==> config.mk <==
export PLATFORM = sky130hd
export DESIGN_NAME = polyvecl_chknorm_seq_flat
export DESIGN_NICKNAME = d
export VERILOG_FILES = /design/src/rtl/polyvecl_chknorm_seq_if.sv /design/src/rtl/polyvecl_chknorm_seq.sv /design/src/flat_wrapper.sv
export SDC_FILE = /design/constraint.sdc
export NUM_CORES = 1
export LEC_CHECK = 0
export ABC_AREA = 0
export CORE_ASPECT_RATIO = 1.5
export CORE_MARGIN = 5
export CORE_UTILIZATION = 47
export CTS_BUF_LIST = sky130_fd_sc_hd__clkbuf_8
export DETAILED_ROUTE_END_ITERATION = 16
export PLACE_DENSITY = 0.79
export SLEW_MARGIN = 5
export SYNTH_ARGS = -nofsm -noshare
export SYNTH_HDL_FRONTEND = slang
export SYNTH_SLANG_ARGS = --single-unit
==> constraint.sdc <==
create_clock -name clk -period 4.1 [get_ports clk]
set_input_delay 0.82 -clock clk [delete_from_list [all_inputs] [get_ports clk]]
set_output_delay 0.82 -clock clk [all_outputs]
set_load 0.01 [all_outputs]
==> src/rtl/polyvecl_chknorm_seq_if.sv <==
// ---------------------------------------------------------------------------
// polyvecl_chknorm_seq_if
// Handshake and coefficient-memory bus for the sequential polynomial-vector
// infinity-norm checker.
//   start    : request to check one vector (requester -> checker)
//   B        : signed bound, sampled when start is accepted
//   rd_en    : coefficient read strobe (checker -> memory)
//   rd_addr  : coefficient index poly*N + coef
//   rd_data  : signed coefficient, valid one cycle after rd_en
//   busy     : check in progress
//   done     : one-cycle completion pulse
//   flag     : 1 = norm exceeded or bound invalid
//   fail_idx : index of first violating coefficient (all-ones = bad bound)
// master = requester/memory side, slave = checker side.
// ---------------------------------------------------------------------------
interface polyvecl_chknorm_seq_if #(
  parameter int AW = 11
);
  logic                 start;
  logic signed [31:0]   B;
  logic                 rd_en;
  logic        [AW-1:0] rd_addr;
  logic signed [31:0]   rd_data;
  logic                 busy;
  logic                 done;
  logic                 flag;
  logic        [AW-1:0] fail_idx;

  modport master (
    output start, B, rd_data,
    input  rd_en, rd_addr, busy, done, flag, fail_idx
  );

  modport slave (
    input  start, B, rd_data,
    output rd_en, rd_addr, busy, done, flag, fail_idx
  );
endinterface

==> src/rtl/polyvecl_chknorm_seq.sv <==
// ---------------------------------------------------------------------------
// polyvecl_chknorm_seq
// Sequential infinity-norm check of a vector of L polynomials with N
// coefficients each. The coefficients are streamed from an external memory
// with one-cycle read latency; the first coefficient with |c| >= B sets
// flag and records its index. A bound above (Q-1)/8 is rejected without
// any reads.
// Ports:
//   clk  : clock, rising edge
//   rst  : synchronous active-high reset
//   bus  : polyvecl_chknorm_seq_if.slave (start/B in, memory read port,
//          busy/done/flag/fail_idx out)
// ---------------------------------------------------------------------------
module polyvecl_chknorm_seq #(
  parameter int L  = 5,
  parameter int N  = 256,
  parameter int Q  = 8380417,
  parameter int AW = 11
) (
  input  logic                    clk,
  input  logic                    rst,
  polyvecl_chknorm_seq_if.slave   bus
);

  localparam int                 TOTAL     = L * N;
  localparam logic [AW-1:0]      LAST_ADDR = AW'(TOTAL - 1);
  localparam logic signed [31:0] B_MAX     = 32'((Q - 1) / 8);

  typedef enum logic [1:0] {
    IDLE = 2'd0,
    RUN  = 2'd1,
    DONE = 2'd2
  } state_t;

  state_t state, state_nxt;

  // |c| in 33 bits so that c = -2^31 maps to +2^31 instead of wrapping.
  function automatic logic signed [32:0] abs33(input logic signed [31:0] c);
    logic signed [32:0] cx;
    cx = {c[31], c};
    return (cx < 0) ? -cx : cx;
  endfunction

  // Violation when |c| >= B, compared as signed so that B <= 0 always trips.
  function automatic logic violates(input logic signed [31:0] c,
                                    input logic signed [31:0] b);
    logic signed [32:0] bx;
    bx = {b[31], b};
    return abs33(c) >= bx;
  endfunction

  logic signed [31:0] b_reg;
  logic               rd_active;
  logic [AW-1:0]      rd_addr_q;
  logic               vld_p1;
  logic [AW-1:0]      idx_p1;
  logic               flag_q;
  logic [AW-1:0]      fail_idx_q;

  logic start_acc;
  logic b_bad;
  logic viol_p1;
  logic last_p1;

  // The bound check uses the live B input so a bad bound reaches DONE in
  // the cycle right after acceptance; it equals the value being registered.
  assign start_acc = (state == IDLE) && bus.start;
  assign b_bad     = bus.B > B_MAX;

  // Compare stage only acts while RUN; returned data arriving after a
  // violation (state already DONE) is ignored.
  assign viol_p1 = (state == RUN) && vld_p1 && violates(bus.rd_data, b_reg);
  assign last_p1 = (state == RUN) && vld_p1 && (idx_p1 == LAST_ADDR);

  // ---- FSM state register ----
  always_ff @(posedge clk) begin
    if (rst) state <= IDLE;
    else     state <= state_nxt;
  end

  // ---- FSM next state ----
  always_comb begin
    state_nxt = state;
    case (state)
      IDLE: begin
        if (bus.start) state_nxt = b_bad ? DONE : RUN;
      end
      RUN: begin
        if (viol_p1 || last_p1) state_nxt = DONE;
      end
      DONE:    state_nxt = IDLE;
      default: state_nxt = IDLE;
    endcase
  end

  assign bus.busy     = (state == RUN);
  assign bus.done     = (state == DONE);
  assign bus.rd_en    = rd_active;
  assign bus.rd_addr  = rd_addr_q;
  assign bus.flag     = flag_q;
  assign bus.fail_idx = fail_idx_q;

  // ---- stage p0: read issue, bound register, result latches ----
  always_ff @(posedge clk) begin
    if (rst) begin
      b_reg      <= '0;
      rd_active  <= 1'b0;
      rd_addr_q  <= '0;
      vld_p1     <= 1'b0;
      flag_q     <= 1'b0;
      fail_idx_q <= '0;
    end else begin
      // A read is only worth comparing if no violation stops the run now.
      vld_p1 <= rd_active && !viol_p1;
      if (start_acc) begin
        b_reg      <= bus.B;
        flag_q     <= b_bad;
        fail_idx_q <= b_bad ? '1 : '0;
        rd_active  <= !b_bad;
        rd_addr_q  <= '0;
      end else if (state == RUN) begin
        if (viol_p1) begin
          flag_q     <= 1'b1;
          fail_idx_q <= idx_p1;
          rd_active  <= 1'b0;
        end else if (rd_active) begin
          // Stop after the last address rather than wrapping to zero.
          if (rd_addr_q == LAST_ADDR) rd_active <= 1'b0;
          else                        rd_addr_q <= rd_addr_q + AW'(1);
        end
      end else begin
        rd_active <= 1'b0;
      end
    end
  end

  // ---- stage p1: index of the coefficient now on rd_data ----
  always_ff @(posedge clk) begin
    idx_p1 <= rd_addr_q;
  end

endmodule

==> src/flat_wrapper.sv <==
// flat-port wrapper written by rule: the top's interface ports become plain ports
module polyvecl_chknorm_seq_flat 
#(
  parameter int L  = 5,
  parameter int N  = 256,
  parameter int Q  = 8380417,
  parameter int AW = 11
)
  (clk, rst, bus_start, bus_B, bus_rd_data, bus_rd_en, bus_rd_addr, bus_busy, bus_done, bus_flag, bus_fail_idx);
  polyvecl_chknorm_seq_if #(.AW(AW)) bus_i ();
  input  logic clk;
  input  logic rst;
  input wire logic [$bits(bus_i.start)-1:0] bus_start;
  input wire logic [$bits(bus_i.B)-1:0] bus_B;
  input wire logic [$bits(bus_i.rd_data)-1:0] bus_rd_data;
  output wire logic [$bits(bus_i.rd_en)-1:0] bus_rd_en;
  output wire logic [$bits(bus_i.rd_addr)-1:0] bus_rd_addr;
  output wire logic [$bits(bus_i.busy)-1:0] bus_busy;
  output wire logic [$bits(bus_i.done)-1:0] bus_done;
  output wire logic [$bits(bus_i.flag)-1:0] bus_flag;
  output wire logic [$bits(bus_i.fail_idx)-1:0] bus_fail_idx;
  assign bus_i.start = bus_start;
  assign bus_i.B = bus_B;
  assign bus_i.rd_data = bus_rd_data;
  assign bus_rd_en = bus_i.rd_en;
  assign bus_rd_addr = bus_i.rd_addr;
  assign bus_busy = bus_i.busy;
  assign bus_done = bus_i.done;
  assign bus_flag = bus_i.flag;
  assign bus_fail_idx = bus_i.fail_idx;
  polyvecl_chknorm_seq #(.L(L), .N(N), .Q(Q), .AW(AW)) u_core (.clk(clk), .rst(rst), .bus(bus_i));
endmodule
==> out/metrics.yaml, run 1 <==
die:
  dieHeight_um: 123.4
  core.rowCount: 41
  core-area_um2: 8413
  io_pins: 93
  initial_utilization_pct: 47.90
  chipWidth_um: 85.61
  die-area_um2: 10560
clock_network:
  cts_root_buf: "clkbuf_8"
  cts_num_sinks: 70
  cts.clk_slew.worst_paths_ps: 70
  cts.path.max_buffers: 2
  cts_tree: "done"
  cts-buffers-inserted: 9
  cts_max_level: 3
  cts_hold_buffers: 0
  clock_latency_ps: 340
run_status:
  violations: "setup timing"
  status: "finished, violations left"
power:
  cellPowerDensity_nw_per_um2: 290.5
  leakage_nw: 2.232
  ir_drop_uv: 265.7
setup_path:
  crit_fanout: 8
  timing.critical_path.to: "u_core.bus.rd_addr[8]$_SDFFE_PP0P_"
  critPathCaptureType: "flop"
  required_ps: 4350
  r2r_end: "u_core.bus.rd_addr[8]$_SDFFE_PP0P_"
  reg2reg_slack_ps: 1240
  cp-start-kind: "input port"
  crit_type: "input port to flop"
  r2r_cells: 10
  cp-startpoint: "bus_rd_data[3]"
  crit_arrival_ps: 4540
  r2r_start: "u_core.b_reg[2]$_SDFFE_PP0P_"
sta:
  hold_viol: 0
  grt_setup_unrepaired: "yes"
  tightest_slew_ps: 643.8
  setup_ws_ps: -185.9
  skew_ps: 9.602
  timing.final.crit_share_pct: 104.5
  drv_slew: 0
  setup-violations-final: 10
  period_minus_slack_ps: 4286
  timing.slew.headroom_pct: 56.63
  max_freq_mhz: 233.3
synthesis:
  syn_area_per_cell_um2: 8.125
  syn_nets: 598
  synth-seq-area-share_pct: 34.77
  synth_edf_count: 0
  ys.flop_type: "dfxtp_1"
  synth_cells: 496
  async_flop_share_pct: 0
  yosys_warnings: 0
  synth_seq_cells: 70
  netlist_area_um2: 4030
  synth_cell_types: 52
route:
  wl_per_cell_um: 17.37
  first_pass_iters: 4
  vias: 4110
  ant_nets: 0
  avgViaCountPerCell: 5.532
  route.detailed.drc: 0
  drt_iter0_markers: 213
  routed_wl_um: 12910
global_route:
  grt_pass1_wl_um: 19950
  grt_overflow: 0
  grt_max_degree: 45
  antenna_found_initial: 0
  grt_pass1_vias: 4245
  track_usage_pct: 23.55
layout:
  fillers: 624
  nets: 735
  largest_reg_flops: 32
  area_delta_synth_final_pct: 47.38
  drive_gt1_share_pct: 21.23
  final_core_util_pct: 70.60
  final_area_um2: 5939
  fin_cells: 743
  n_antenna_cell: 0
place:
  dp_hpwl_um: 8782
  io_buffers: 92
  dp_slack_ps: -823.4
  dp_cells: 720
  gp_congestion: 0.8697
  postPlaceCellArea_um2: 5408
run:
  timing.max_cap.violations: 0
min_path:
  hold_path_class: "flop to flop"
==> cell usage in the layout (no fill, tap or decap), types with 6 or more instances in the layout <==
master           instances
a21oi_1                 54
clkdlybuf4s50_1         78
buf_4                   48
xnor2_1                 28
inv_1                   36
dfxtp_1                 70
nand4_1                  7
mux2i_1                 10
a21oi_2                  7
ha_1                    32
o21ai_0                 16
nand2_1                 85
clkbuf_8                12
nand2b_1                 7
or3_4                    8
or3_1                    6
buf_2                    6
nor2_1                   8
nand3_1                 12
==> power by group <==
group | internal, mW | switching, mW | leakage (nW) | total, mW
Sequential | 0.717 | 0.0209 | 0.572 | 0.737
Clock | 0.259 | 0.240 | 0.0955 | 0.499
Combinational | 0.238 | 0.251 | 1.56 | 0.489
==> per-stage QoR <==
stage | total power, mW | hold slack (ps) | setup TNS, ps
finish | 1.725 | 409.5 | -1176
global route | 1.813 | 435.2 | -2719
CTS | 1.692 | 408.1 | -115.9
detailed placement | 1.179 | 388.0 | -17740
global placement | 1.164 | 391.4 | -14590
floorplan | 0.9792 | 405.6 | 0
==> final cells by class <==
class                           count  area (um^2)  area share [%]
Clock buffer                       12        165.2           2.781
Clock inverter                      2        8.758          0.1475
Inverter                           35        131.4           2.212
Multi-Input combinational cell    371         2744           46.20
Sequential cell                    70         1401           23.59
Tap cell                          107        133.9           2.254
Timing Repair Buffer              146         1355           22.81
==> synth_stat cells (2+ instances only) <==
master	count	area, um^2
a21oi_1	61	305.3
a221oi_1	2	17.52
a41oi_1	2	17.52
and2_1	2	12.51
and3_1	5	31.28
and4_1	4	35.03
buf_1	2	7.510
buf_2	2	10.01
clkbuf_1	15	56.30
dfxtp_1	70	1401
ha_1	35	437.9
inv_1	35	131.4
mux2i_1	11	110.1
nand2_1	88	330.3
nand2b_1	8	50.05
nand3_1	13	65.06
nand4_1	7	43.79
nor2_1	9	33.78
nor2b_1	2	12.51
nor3_1	6	30.03
nor4_1	4	25.02
o21a_1	2	15.01
o21ai_0	24	120.1
o22ai_1	2	12.51
o31ai_1	8	60.06
o41ai_1	4	35.03
or3_1	14	87.58
or4_1	6	45.04
xnor2_1	30	262.8
==> worst min path at each step <==
| stage | startpoint | to | slack [ps] | cells after the start |
|---|---|---|---|---|
| global route | u_core.bus.rd_addr[6]$_SDFFE_PP0P_ | u_core.idx_p1[6]$_DFF_P_ | 440 | 0 |
| CTS | u_core.bus.rd_addr[6]$_SDFFE_PP0P_ | u_core.idx_p1[6]$_DFF_P_ | 410 | 0 |
| finish | u_core.bus.rd_addr[4]$_SDFFE_PP0P_ | u_core.idx_p1[4]$_DFF_P_ | 410 | 0 |
| floorplan | u_core.bus.rd_addr[4]$_SDFFE_PP0P_ | u_core.idx_p1[4]$_DFF_P_ | 410 | 0 |
| detailed placement | u_core.bus.rd_addr[6]$_SDFFE_PP0P_ | u_core.idx_p1[6]$_DFF_P_ | 390 | 0 |
| global placement | u_core.bus.rd_addr[4]$_SDFFE_PP0P_ | u_core.idx_p1[4]$_DFF_P_ | 390 | 0 |
==> per-layer routing <==
layer | vias up | part of all wire, % | track usage, %
met4 | 0 | 4.5 | 11.98
met1 | 1919 | 38 | 26.97
li1 | 2008 | - | -
met2 | 140 | 53 | 41.59
met3 | 43 | 4.5 | 4.200
met5 | - | 0 | 0
==> timing repair <==
action                                  CTS  global route
endpoints found under the setup margin   26            26
pin swaps                                47            31
setup buffers                             6             1
resized for setup                        76            30
gates cloned                              1             1
==> worst max-delay path, stage by stage <==
cell and delay, ps:
buf_2 110, or4_4 540, or3_4 350, or2_4 290, nand2b_4 190, o21ai_2 140, xnor2_1 100, ha_1 360
a21oi_2 190, o21a_1 190, o2111ai_4 130, a32oi_4 290, nand3_4 180, buf_12 170, or3_1 310, a21oi_1 170
==> cells by family after synthesis <==
logic type	after synthesis	synth area share [%]
other	1	0.09305
buffers and inverters	55	5.371
multiplexers	11	2.732
XOR/XNOR	31	6.737
adder cells (fa/ha/maj)	35	10.87
flip-flops	70	34.77
AND/OR/NAND/NOR	178	22.35
AO/OA/AOI/OAI	115	17.08
Power figures use the tool's default switching activity.
==> run 2: changes to the inputs <==
--- a/config.mk
+++ b/config.mk
@@ -6,6 +6,8 @@
 export NUM_CORES = 1
 export LEC_CHECK = 0
 export ABC_AREA = 0
+export ABC_CLOCK_PERIOD_IN_PS = 4100
+export CAP_MARGIN = 10
 export CORE_ASPECT_RATIO = 1.5
 export CORE_MARGIN = 5
 export CORE_UTILIZATION = 47
==> results of run 2 <==
No change in the layout: final DEF, timing and power equal those of run 1.
==> run 3: changes to the inputs <==
--- a/config.mk
+++ b/config.mk
@@ -7,13 +7,12 @@
 export LEC_CHECK = 0
 export ABC_AREA = 0
 export ABC_CLOCK_PERIOD_IN_PS = 4100
-export CAP_MARGIN = 10
 export CORE_ASPECT_RATIO = 1.5
 export CORE_MARGIN = 5
-export CORE_UTILIZATION = 47
-export CTS_BUF_LIST = sky130_fd_sc_hd__clkbuf_8
+export CORE_UTILIZATION = 46
 export DETAILED_ROUTE_END_ITERATION = 16
-export PLACE_DENSITY = 0.79
+export PLACE_DENSITY = 0.77
+export SKIP_LAST_GASP = 1
 export SLEW_MARGIN = 5
 export SYNTH_ARGS = -nofsm -noshare
 export SYNTH_HDL_FRONTEND = slang
==> run 3 against run 2 <==
The run still ends with setup timing left. Combinational power decreased by 4.5%. Sequential cell count unchanged. Sequential share of layout area decreased by 0.53 points. Worst hold slack improved by 13 ps. Critical path depth unchanged. Utilization increased by 0.77 points. Sequential power about the same. Worst setup slack got worse by 5.3 ps. Wire length decreased by 1.9%. Largest cell class unchanged.
==> out/metrics.yaml, run 3 (synthesis gave the netlist of run 1 again) <==
route:
  route.detailed.drc: 0  # unchanged
  first_pass_iters: 5  # +1
  ant_nets: 0  # unchanged
  drt_iter0_markers: 249  # +17%
  vias: 4155  # +1.1%
  wl_per_cell_um: 16.89  # -2.8%
  routed_wl_um: 12670  # -1.9%
  avgViaCountPerCell: 5.540  # +0.15%
clock_network:
  cts_root_buf: "clkbuf_16"
  cts.path.max_buffers: 2  # unchanged
  cts_tree: "done"
  cts_max_level: 3  # unchanged
  cts.clk_slew.worst_paths_ps: 50  # -20 ps
  cts_num_sinks: 70  # unchanged
  cts_hold_buffers: 0  # unchanged
  cts-buffers-inserted: 9  # unchanged
  clock_latency_ps: 320  # -20 ps
sta:
  max_freq_mhz: 233.0  # -0.12%
  tightest_slew_ps: 806.6  # +162.9 ps
  drv_slew: 0  # unchanged
  setup-violations-final: 23  # +13
  setup_ws_ps: -191.2  # -5.331 ps
  tns_ps: -2600  # -1424 ps
  timing.slew.headroom_pct: 46.09  # -11 points
  timing.final.crit_share_pct: 104.7  # +0.13 points
  period_minus_slack_ps: 4291  # +5.331 ps
  skew_ps: 6.254  # -3.349 ps
  hold_viol: 0  # unchanged
  grt_setup_unrepaired: "yes"
global_route:
  track_usage_pct: 22.96  # -0.59 points
  grt_overflow: 0  # unchanged
  grt_max_degree: 24  # -47%
  grt_pass1_vias: 4321  # +1.8%
  grt_pass1_wl_um: 20060  # +0.56%
  antenna_found_initial: 0  # unchanged
setup_path:
  required_ps: 4350  # about the same
  critPathCaptureType: "flop"
  crit_path_top_delay_cell: "or4_4"
  r2r_cells: 11  # +1
  path_cells: "buf_6, or4_4, or3_4, or2_4, nand2b_4, o31ai_4, xnor2_1, ha_1, and4_1, a221oi_2, o22a_1, nand3_2, buf_12, buf_8, or3_4, a21oi_2"
  crit_fanout: 8  # unchanged
  crit_top_cell: "or3_4"
  crit_type: "input port to flop"
  critPathMaxStageDelay_ps: 530  # about the same
  cp-start-kind: "input port"
  crit_arrival_ps: 4540  # about the same
min_path:
  hold_path_class: "flop to flop"
  hold_depth: 0  # unchanged
layout:
  nets: 740  # +0.68%
  n_antenna_cell: 0  # unchanged
  fin_cells: 750  # +0.94%
  drive_gt1_share_pct: 20.68  # -0.54 points
  area_delta_synth_final_pct: 50.79
  final_cell_mix: "nand2_1, clkdlybuf4s50_1, dfxtp_1"
  layout_commonest_cell: "nand2_1"
  largest_reg_flops: 32  # unchanged
  final_core_util_pct: 71.36  # +0.77 points
die:
  core-area_um2: 8516  # +1.2%
  io_pins: 93  # unchanged
  chipWidth_um: 86.43  # +0.96%
  initial_utilization_pct: 47.33  # -0.58 points
  core.rowCount: 41  # unchanged
  dieHeight_um: 124.6  # +0.99%
  die-area_um2: 10770  # +2.0%
place:
  io_buffers: 92  # unchanged
  dp_slack_ps: -770.2  # +53.23 ps
  dp_cells: 722  # +0.28%
  gp_congestion: 0.8907  # +2.4%
  dp_hpwl_um: 8842  # +0.68%
run_status:
  status: "finished, violations left"
  violations: "setup timing"
power:
  ir_drop_uv: 246.5  # -7.2%
  cellPowerDensity_nw_per_um2: 330.9  # +14%
  leakage_nw: 2.326  # +4.2%
run:
  timing.max_cap.violations: 0  # unchanged
[run 3: cell types whose count changed in the layout (fill, tap and decap cells not counted), moves of 3 or more]
cell       before  now
clkbuf_16       1    9
clkbuf_8       12    4
a21oi_1        54   60
a21oi_2         7    1
buf_4          48   53
o21ai_2         3    7
nand3_2         0    3
[run 3: report_power, final]
part | switching [mW] | total, mW | internal (mW)
Clock | 0.268 | 0.805 | 0.537
Combinational | 0.238 | 0.467 | 0.230
Sequential | 0.0204 | 0.738 | 0.718
Total | 0.526 | 2.01 | 1.48
[run 3: repair_timing]
item,in CTS,in global routing
pin swaps,48,32
hold endpoints to repair,0,0
setup endpoints to repair,27,27
resized for setup,79,22
gates cloned,1,0
buffers inserted,9,3
[run 3: worst paths after layout]
path                                              to                                from  slack [ps]
setup / recovery  u_core.bus.rd_addr[9]$_SDFFE_PP0P_                      bus_rd_data[3]        -190
hold reg to reg             u_core.idx_p1[6]$_DFF_P_  u_core.bus.rd_addr[6]$_SDFFE_PP0P_         420
hold / removal              u_core.idx_p1[6]$_DFF_P_  u_core.bus.rd_addr[6]$_SDFFE_PP0P_         420
setup reg to reg  u_core.bus.rd_addr[9]$_SDFFE_PP0P_        u_core.b_reg[2]$_SDFFE_PP0P_        1260
[run 3: cell type report]
class | count | area, um^2
Multi-Input combinational cell | 371 | 2671
Tap cell | 107 | 133.9
Timing Repair Buffer | 151 | 1418
Inverter | 35 | 131.4
Sequential cell | 70 | 1401
Clock buffer | 14 | 284.0
Fill cell | 626 | 2439
Clock inverter | 2 | 37.54
[run 3: worst max-delay path: cells and delay by family]
| kind | cells | cell delay (ps) |
|---|---|---|
| AND/OR/NAND/NOR | 7 | 2010 |
| XOR/XNOR | 1 | 180 |
| buffers and inverters | 3 | 370 |
| adder cells (fa/ha/maj) | 1 | 290 |
| AO/OA/AOI/OAI | 4 | 850 |
[run 3: routing by layer]
| layer | part of all wire [%] | GRT usage, % | routed length, um | vias to the layer above |
|---|---|---|---|---|
| met4 | 3.8 | 12.02 | 480 | 0 |
| li1 | - | - | - | 2020 |
| met5 | 0 | 0 | 0 | - |
| met3 | 4.7 | 4.236 | 597 | 40 |
| met1 | 37 | 24.59 | 4731 | 1965 |
| met2 | 54 | 41.34 | 6859 | 130 |
[run 3: metrics by stage]
step	power [mW]	hold WS, ps	cell area, um^2
final	2.011	422.1	6077
after global routing	2.100	433.3	6077
after CTS	2.001	409.5	5969
after detailed placement	1.183	399.2	5435
after global placement	1.167	392.2	5435
after floorplan	0.9792	405.6	4081
